==> config.mk <==
export PLATFORM = sky130hd
export DESIGN_NAME = arm_rx_dispatch
export DESIGN_NICKNAME = d
export VERILOG_FILES = /design/src/rtl/arm_rx_pkg.sv /design/src/rtl/arm_rx_timeout.sv /design/src/rtl/arm_rx_dispatch.sv
export SDC_FILE = /design/constraint.sdc
export NUM_CORES = 1
export LEC_CHECK = 0
export BUFFER_PORTS_ARGS = -buffer_cell sky130_fd_sc_hd__clkbuf_2
export CORE_ASPECT_RATIO = 1.4
export CORE_UTILIZATION = 54
export DETAILED_ROUTE_END_ITERATION = 12
export PLACE_DENSITY_LB_ADDON = 0.12
export SLEW_MARGIN = 20
export SYNTH_ARGS = -nofsm -noshare
export SYNTH_HDL_FRONTEND = slang
export SYNTH_SLANG_ARGS = --single-unit
export TNS_END_PERCENT = 100
==> constraint.sdc <==
create_clock -name clk -period 4.6 [get_ports clk]
set_input_delay 0.23 -clock clk [delete_from_list [all_inputs] [get_ports clk]]
set_output_delay 0.23 -clock clk [all_outputs]
set_load 0.01 [all_outputs]
==> src/rtl/arm_rx_pkg.sv <==
// Shared types and constants for the ARM receive-side blocks.
package arm_rx_pkg;

  typedef enum logic [2:0] {
    ST_IDLE,
    ST_HDR,
    ST_LEN,
    ST_PAYLOAD,
    ST_CSUM
  } state_t;

  localparam logic [7:0]  DEST_RETURN3      = 8'h01;
  localparam logic [7:0]  DEST_PINGPANG     = 8'h02;
  localparam logic [15:0] SYNC_WORD_DEFAULT = 16'hA55A;

endpackage

==> src/rtl/arm_rx_timeout.sv <==
// Idle-cycle watchdog: counts enabled cycles without a clear and flags the
// TIMEOUT_CYC-th one. A clear in the expiry cycle suppresses the expiry.
module arm_rx_timeout #(
  parameter int TIMEOUT_CYC = 1024
) (
  input  logic i_clk,
  input  logic i_rst,
  input  logic i_en,
  input  logic i_clear,
  output logic o_expire
);

  localparam int CW = $clog2(TIMEOUT_CYC + 1);
  localparam logic [CW-1:0] LP_LAST = CW'(TIMEOUT_CYC - 1);

  logic [CW-1:0] r_cnt;

  always_ff @(posedge i_clk) begin
    if (i_rst || !i_en || i_clear) begin
      r_cnt <= '0;
    end else if (r_cnt != LP_LAST) begin
      r_cnt <= r_cnt + 1'b1;
    end
  end

  assign o_expire = i_en && !i_clear && (r_cnt == LP_LAST);

endmodule

==> src/rtl/arm_rx_dispatch.sv <==
// Parses framed ARM words and routes payload to return3 or pingpang RAM.
// Optional trailing checksum word is enabled by ARM_RX_CHECKSUM_EN.
module arm_rx_dispatch
  import arm_rx_pkg::*;
#(
  parameter int          ADDR_W      = 10,
  parameter int          MAX_LEN     = 512,
  parameter int          TIMEOUT_CYC = 1024,
  parameter logic [15:0] SYNC_WORD   = SYNC_WORD_DEFAULT
) (
  input  logic              clk,
  input  logic              rst,
  input  logic [15:0]       data_from_arm,
  input  logic              arm_to_fpga,
  output logic [15:0]       return3_cfg_data,
  output logic              return3_cfg_flag,
  output logic [15:0]       pingpang_wr_data,
  output logic [ADDR_W-1:0] pingpang_wr_addr,
  output logic              pingpang_wr_en,
  output logic              frame_done,
  output logic              frame_err,
  output logic              busy
);

  localparam int          CNT_W      = $clog2(MAX_LEN + 1);
  localparam logic [15:0] LP_MAX_LEN = 16'(MAX_LEN);

  state_t              r_state, w_state_nxt;
  logic                r_dest_pp, w_dest_pp_nxt;
  logic [CNT_W-1:0]    r_cnt, w_cnt_nxt;
  logic [ADDR_W-1:0]   r_addr, w_addr_nxt;
  logic                w_r3_flag, w_pp_en, w_done, w_err;
  logic                w_busy, w_expire;
`ifdef ARM_RX_CHECKSUM_EN
  logic [15:0]         r_sum, w_sum_nxt;
`endif

  assign w_busy = (r_state != ST_IDLE);
  assign busy   = w_busy;

  arm_rx_timeout #(.TIMEOUT_CYC(TIMEOUT_CYC)) u_timeout (
    .i_clk    (clk),
    .i_rst    (rst),
    .i_en     (w_busy),
    .i_clear  (arm_to_fpga),
    .o_expire (w_expire)
  );

  always_ff @(posedge clk) begin
    if (rst) begin
      r_state   <= ST_IDLE;
      r_dest_pp <= 1'b0;
      r_cnt     <= '0;
      r_addr    <= '0;
`ifdef ARM_RX_CHECKSUM_EN
      r_sum     <= '0;
`endif
    end else begin
      r_state   <= w_state_nxt;
      r_dest_pp <= w_dest_pp_nxt;
      r_cnt     <= w_cnt_nxt;
      r_addr    <= w_addr_nxt;
`ifdef ARM_RX_CHECKSUM_EN
      r_sum     <= w_sum_nxt;
`endif
    end
  end

  always_comb begin
    w_state_nxt   = r_state;
    w_dest_pp_nxt = r_dest_pp;
    w_cnt_nxt     = r_cnt;
    w_addr_nxt    = r_addr;
    w_r3_flag     = 1'b0;
    w_pp_en       = 1'b0;
    w_done        = 1'b0;
    w_err         = 1'b0;
`ifdef ARM_RX_CHECKSUM_EN
    w_sum_nxt     = r_sum;
`endif
    case (r_state)
      ST_IDLE: begin
        if (arm_to_fpga && data_from_arm == SYNC_WORD) w_state_nxt = ST_HDR;
      end
      ST_HDR: begin
        if (arm_to_fpga) begin
          if (data_from_arm[15:8] == DEST_RETURN3 || data_from_arm[15:8] == DEST_PINGPANG) begin
            w_dest_pp_nxt = (data_from_arm[15:8] == DEST_PINGPANG);
            w_state_nxt   = ST_LEN;
`ifdef ARM_RX_CHECKSUM_EN
            w_sum_nxt     = data_from_arm;
`endif
          end else begin
            w_err       = 1'b1;
            w_state_nxt = ST_IDLE;
          end
        end
      end
      ST_LEN: begin
        if (arm_to_fpga) begin
          if (data_from_arm == 16'd0 || data_from_arm > LP_MAX_LEN) begin
            w_err       = 1'b1;
            w_state_nxt = ST_IDLE;
          end else begin
            w_cnt_nxt   = data_from_arm[CNT_W-1:0];
            w_addr_nxt  = '0;
            w_state_nxt = ST_PAYLOAD;
`ifdef ARM_RX_CHECKSUM_EN
            w_sum_nxt   = r_sum + data_from_arm;
`endif
          end
        end
      end
      ST_PAYLOAD: begin
        if (arm_to_fpga) begin
          w_r3_flag = !r_dest_pp;
          w_pp_en   = r_dest_pp;
          w_cnt_nxt = r_cnt - 1'b1;
          if (r_dest_pp) w_addr_nxt = r_addr + 1'b1;
`ifdef ARM_RX_CHECKSUM_EN
          w_sum_nxt = r_sum + data_from_arm;
          if (r_cnt == CNT_W'(1)) w_state_nxt = ST_CSUM;
`else
          if (r_cnt == CNT_W'(1)) begin
            w_done      = 1'b1;
            w_state_nxt = ST_IDLE;
          end
`endif
        end
      end
`ifdef ARM_RX_CHECKSUM_EN
      ST_CSUM: begin
        if (arm_to_fpga) begin
          w_done      = (data_from_arm == r_sum);
          w_err       = (data_from_arm != r_sum);
          w_state_nxt = ST_IDLE;
        end
      end
`endif
      default: w_state_nxt = ST_IDLE;
    endcase
    // Expiry only fires in strobe-free cycles, so it never collides with a word.
    if (w_expire) begin
      w_state_nxt = ST_IDLE;
      w_err       = 1'b1;
    end
  end

  always_ff @(posedge clk) begin
    if (rst) begin
      return3_cfg_data <= '0;
      return3_cfg_flag <= 1'b0;
      pingpang_wr_data <= '0;
      pingpang_wr_addr <= '0;
      pingpang_wr_en   <= 1'b0;
      frame_done       <= 1'b0;
      frame_err        <= 1'b0;
    end else begin
      return3_cfg_flag <= w_r3_flag;
      pingpang_wr_en   <= w_pp_en;
      frame_done       <= w_done;
      frame_err        <= w_err;
      if (w_r3_flag) return3_cfg_data <= data_from_arm;
      if (w_pp_en) begin
        pingpang_wr_data <= data_from_arm;
        pingpang_wr_addr <= r_addr;
      end
    end
  end

endmodule

==> out/metrics.cfg <==
[worst_setup_path]
crit_type=reg2reg
arrival_ps=3010
path_cells=ha_1 -> clkinv_1 -> or3_1 -> a21oi_1 -> a32o_1
path_buf_inv=1
critPathCaptureType=flop
cpPeakStageDelay_ps=760
crit_family=adder cells
required_ps=4890
rr_worst_depth=5
crit_cells=5
cp-start-kind=flop
cpMaxStageDelayCell=ha_1
cp_max_fo=27

[clocking]
numCtsBuffers=9
cts_buffer_depth=2
cts_sinks=80
cts_tree=yes
ctsResizeCount=0
root_buffer=clkbuf_8
cts_setup_buffers=0
clkTransAtPathRegs_ps=90
clock_latency_ps=350
htree_levels=3
cts_hold_buf=0

[drt]
dr.pass1.iters=4
num_vias=3592
routed_wirelength_um=9390
wl_per_cell_um=15.2
drcViolationCount=0
ant_nets=0
drt-initial-drc-count=269
avgViaCountPerCell=5.82

[timing]
slew_viol_final=0
skew_ps=15.4
hold_viol_final=0
period_minus_slack_ps=2720
rsz0062_at_grt=no
setup_violations=0
worstMarginPinSlew_ps=928
hold_slack_ps=124
max_freq_mhz=367
worst_slack_ps=1880
max-slew-margin-rel_pct=38.1
fin_tns_setup_ps=0
final.period_utilization_pct=59.2

[floorplan]
fp.dieW_um=72.6
core_mm2=0.00666
die_y_um=101
die_area_mm2=0.00732
start_util_pct=56.6
io_pins=66
rows=35

[global_routing]
grt_first_pass_wirelength_um=15800
grt_usage_pct=27.4
gr-total-overflow=0
grt_pass1_vias=3406
antenna_found_initial=0
grt_max_degree=69

[yosys]
ys_dominant_reg_cell=dfxtp_1
synth_nets=500
syn_inst=473
yosysWarnings=0
syn_area_per_cell_um2=7.96
syn_area_mm2=0.00377
yosysUniqueCellTypes=54
synth-seq-area-share_pct=42.5
ys_ff_latch=80
synth_edf_count=0
ys_async_sr_fraction_pct=0

[worst_hold_path]
hold_depth=3
hold_path_class=in2reg

[layout]
syn_to_final_growth_pct=14.7
final_core_util_pct=64.9
antenna_cells=0
drive_above_1_share_pct=17.7
final_common_cell=nand2_1
nNetsFinal=547
layout.cells.non_filler=617
mostFrequentLayoutCells=nand2_1 (114), dfxtp_1 (80), a21oi_1 (66), clkbuf_2 (65), nor2_1 (24)

[place]
port_buffers=65
place_inst=601
place_ws_ps=1860
routabilityCongestion=0.867
hpwl_um=6440

[power_and_ir_drop]
peakVddDrop_mv=0.267
power_density_mw_per_mm2=387
leakage_nw=1.58

[flow_run]
maxCapViolCount=0

[outcome]
status=completed

worst paths after layout:
check	from	to	slack [ps]
setup / recovery	r_state[0]$_SDFFE_PP0P_	r_cnt[6]$_SDFFE_PP0P_	1880
hold / removal	data_from_arm[11]	pingpang_wr_data[11]$_SDFFE_PP0P_	120
setup reg to reg	r_state[0]$_SDFFE_PP0P_	r_cnt[6]$_SDFFE_PP0P_	1880
hold reg to reg	return3_cfg_data[13]$_SDFFE_PP0P_	return3_cfg_data[13]$_SDFFE_PP0P_	460
worst min-delay path: stages:
cell and delay [ps]:
clkbuf_2 100, nand2_1 60, a21oi_1 50
metrics by stage:
step                      cell area, um2  total power, mW
after CTS                           4320             1.68
after global placement              4090             1.07
final                               4320             1.67
after detailed placement            4090             1.08
after floorplan                     3770            0.995
after global routing                4320             1.75
metal layers:
| layer | global-route usage, % | share of wire [%] |
|---|---|---|
| met5 | 0 | 0 |
| met4 | 13.0 | 2.4 |
| met3 | 5.10 | 5.0 |
| met2 | 47.2 | 51 |
| met1 | 32.6 | 41 |
cell type report:
| type | count | area [um2] |
|---|---|---|
| Multi-Input combinational cell | 348 | 1980 |
| Sequential cell | 80 | 1600 |
| Tap cell | 92 | 115 |
| Clock inverter | 6 | 97.6 |
| Clock buffer | 10 | 138 |
| Fill cell | 638 | 2330 |
| Timing Repair Buffer | 67 | 340 |
| Inverter | 14 | 52.6 |
Yosys cell counts (2+ instances only):
master / n / area [um2]
a2111oi_2: 2 / 30.0
a211oi_1: 2 / 15.0
a21o_1: 3 / 22.5
a21oi_1: 66 / 330
a311o_1: 2 / 20.0
a311oi_1: 9 / 78.8
a31oi_1: 2 / 12.5
a32o_1: 5 / 50.1
a41oi_1: 3 / 26.3
and2_1: 2 / 12.5
and3_1: 6 / 37.5
buf_2: 2 / 10.0
buf_6: 2 / 22.5
clkbuf_1: 25 / 93.8
clkinv_1: 2 / 7.51
dfxtp_1: 80 / 1600
ha_1: 8 / 100
inv_1: 12 / 45.0
mux2i_1: 2 / 20.0
nand2_1: 114 / 428
nand2b_1: 5 / 31.3
nand3_1: 11 / 55.1
nand4_1: 5 / 31.3
nor2_1: 25 / 93.8
nor2b_1: 4 / 25.0
nor3_1: 11 / 55.1
nor4_1: 7 / 43.8
o2111ai_1: 2 / 17.5
o211ai_1: 2 / 15.0
o21a_1: 2 / 15.0
o21ai_0: 8 / 40.0
o31ai_1: 6 / 45.0
o41ai_1: 3 / 26.3
or3_1: 3 / 18.8
or4_1: 3 / 22.5
or4_4: 2 / 22.5
xnor2_1: 7 / 61.3
xor2_1: 2 / 17.5
cells by family (layout without fill, tap and decap cells):
| family | Yosys count | in the layout | share of synthesized area, % |
|---|---|---|---|
| flops | 80 | 80 | 42.5 |
| mux | 2 | 2 | 0.531 |
| fa+ha+maj | 8 | 8 | 2.66 |
| compound gates | 124 | 124 | 22.0 |
| xor+xnor | 9 | 9 | 2.09 |
| buf+inv | 45 | 97 | 5.05 |
| simple gates | 205 | 205 | 25.2 |
report_power, final:
part,switching [mW],leakage [nW],internal (mW)
Combinational,0.222,0.815,0.117
Clock,0.274,0.119,0.329
Sequential,0.0179,0.645,0.713
Total,0.514,1.58,1.16
registers in the layout, indices dropped and copies added, names as in the netlist, 2 cells and up:
register / count
u_timeout.r_cnt: 11
r_addr: 10
pingpang_wr_addr: 10
pingpang_wr_data: 16
return3_cfg_data: 16
r_cnt: 10
r_state: 2
(Power assumes the default switching activity.)
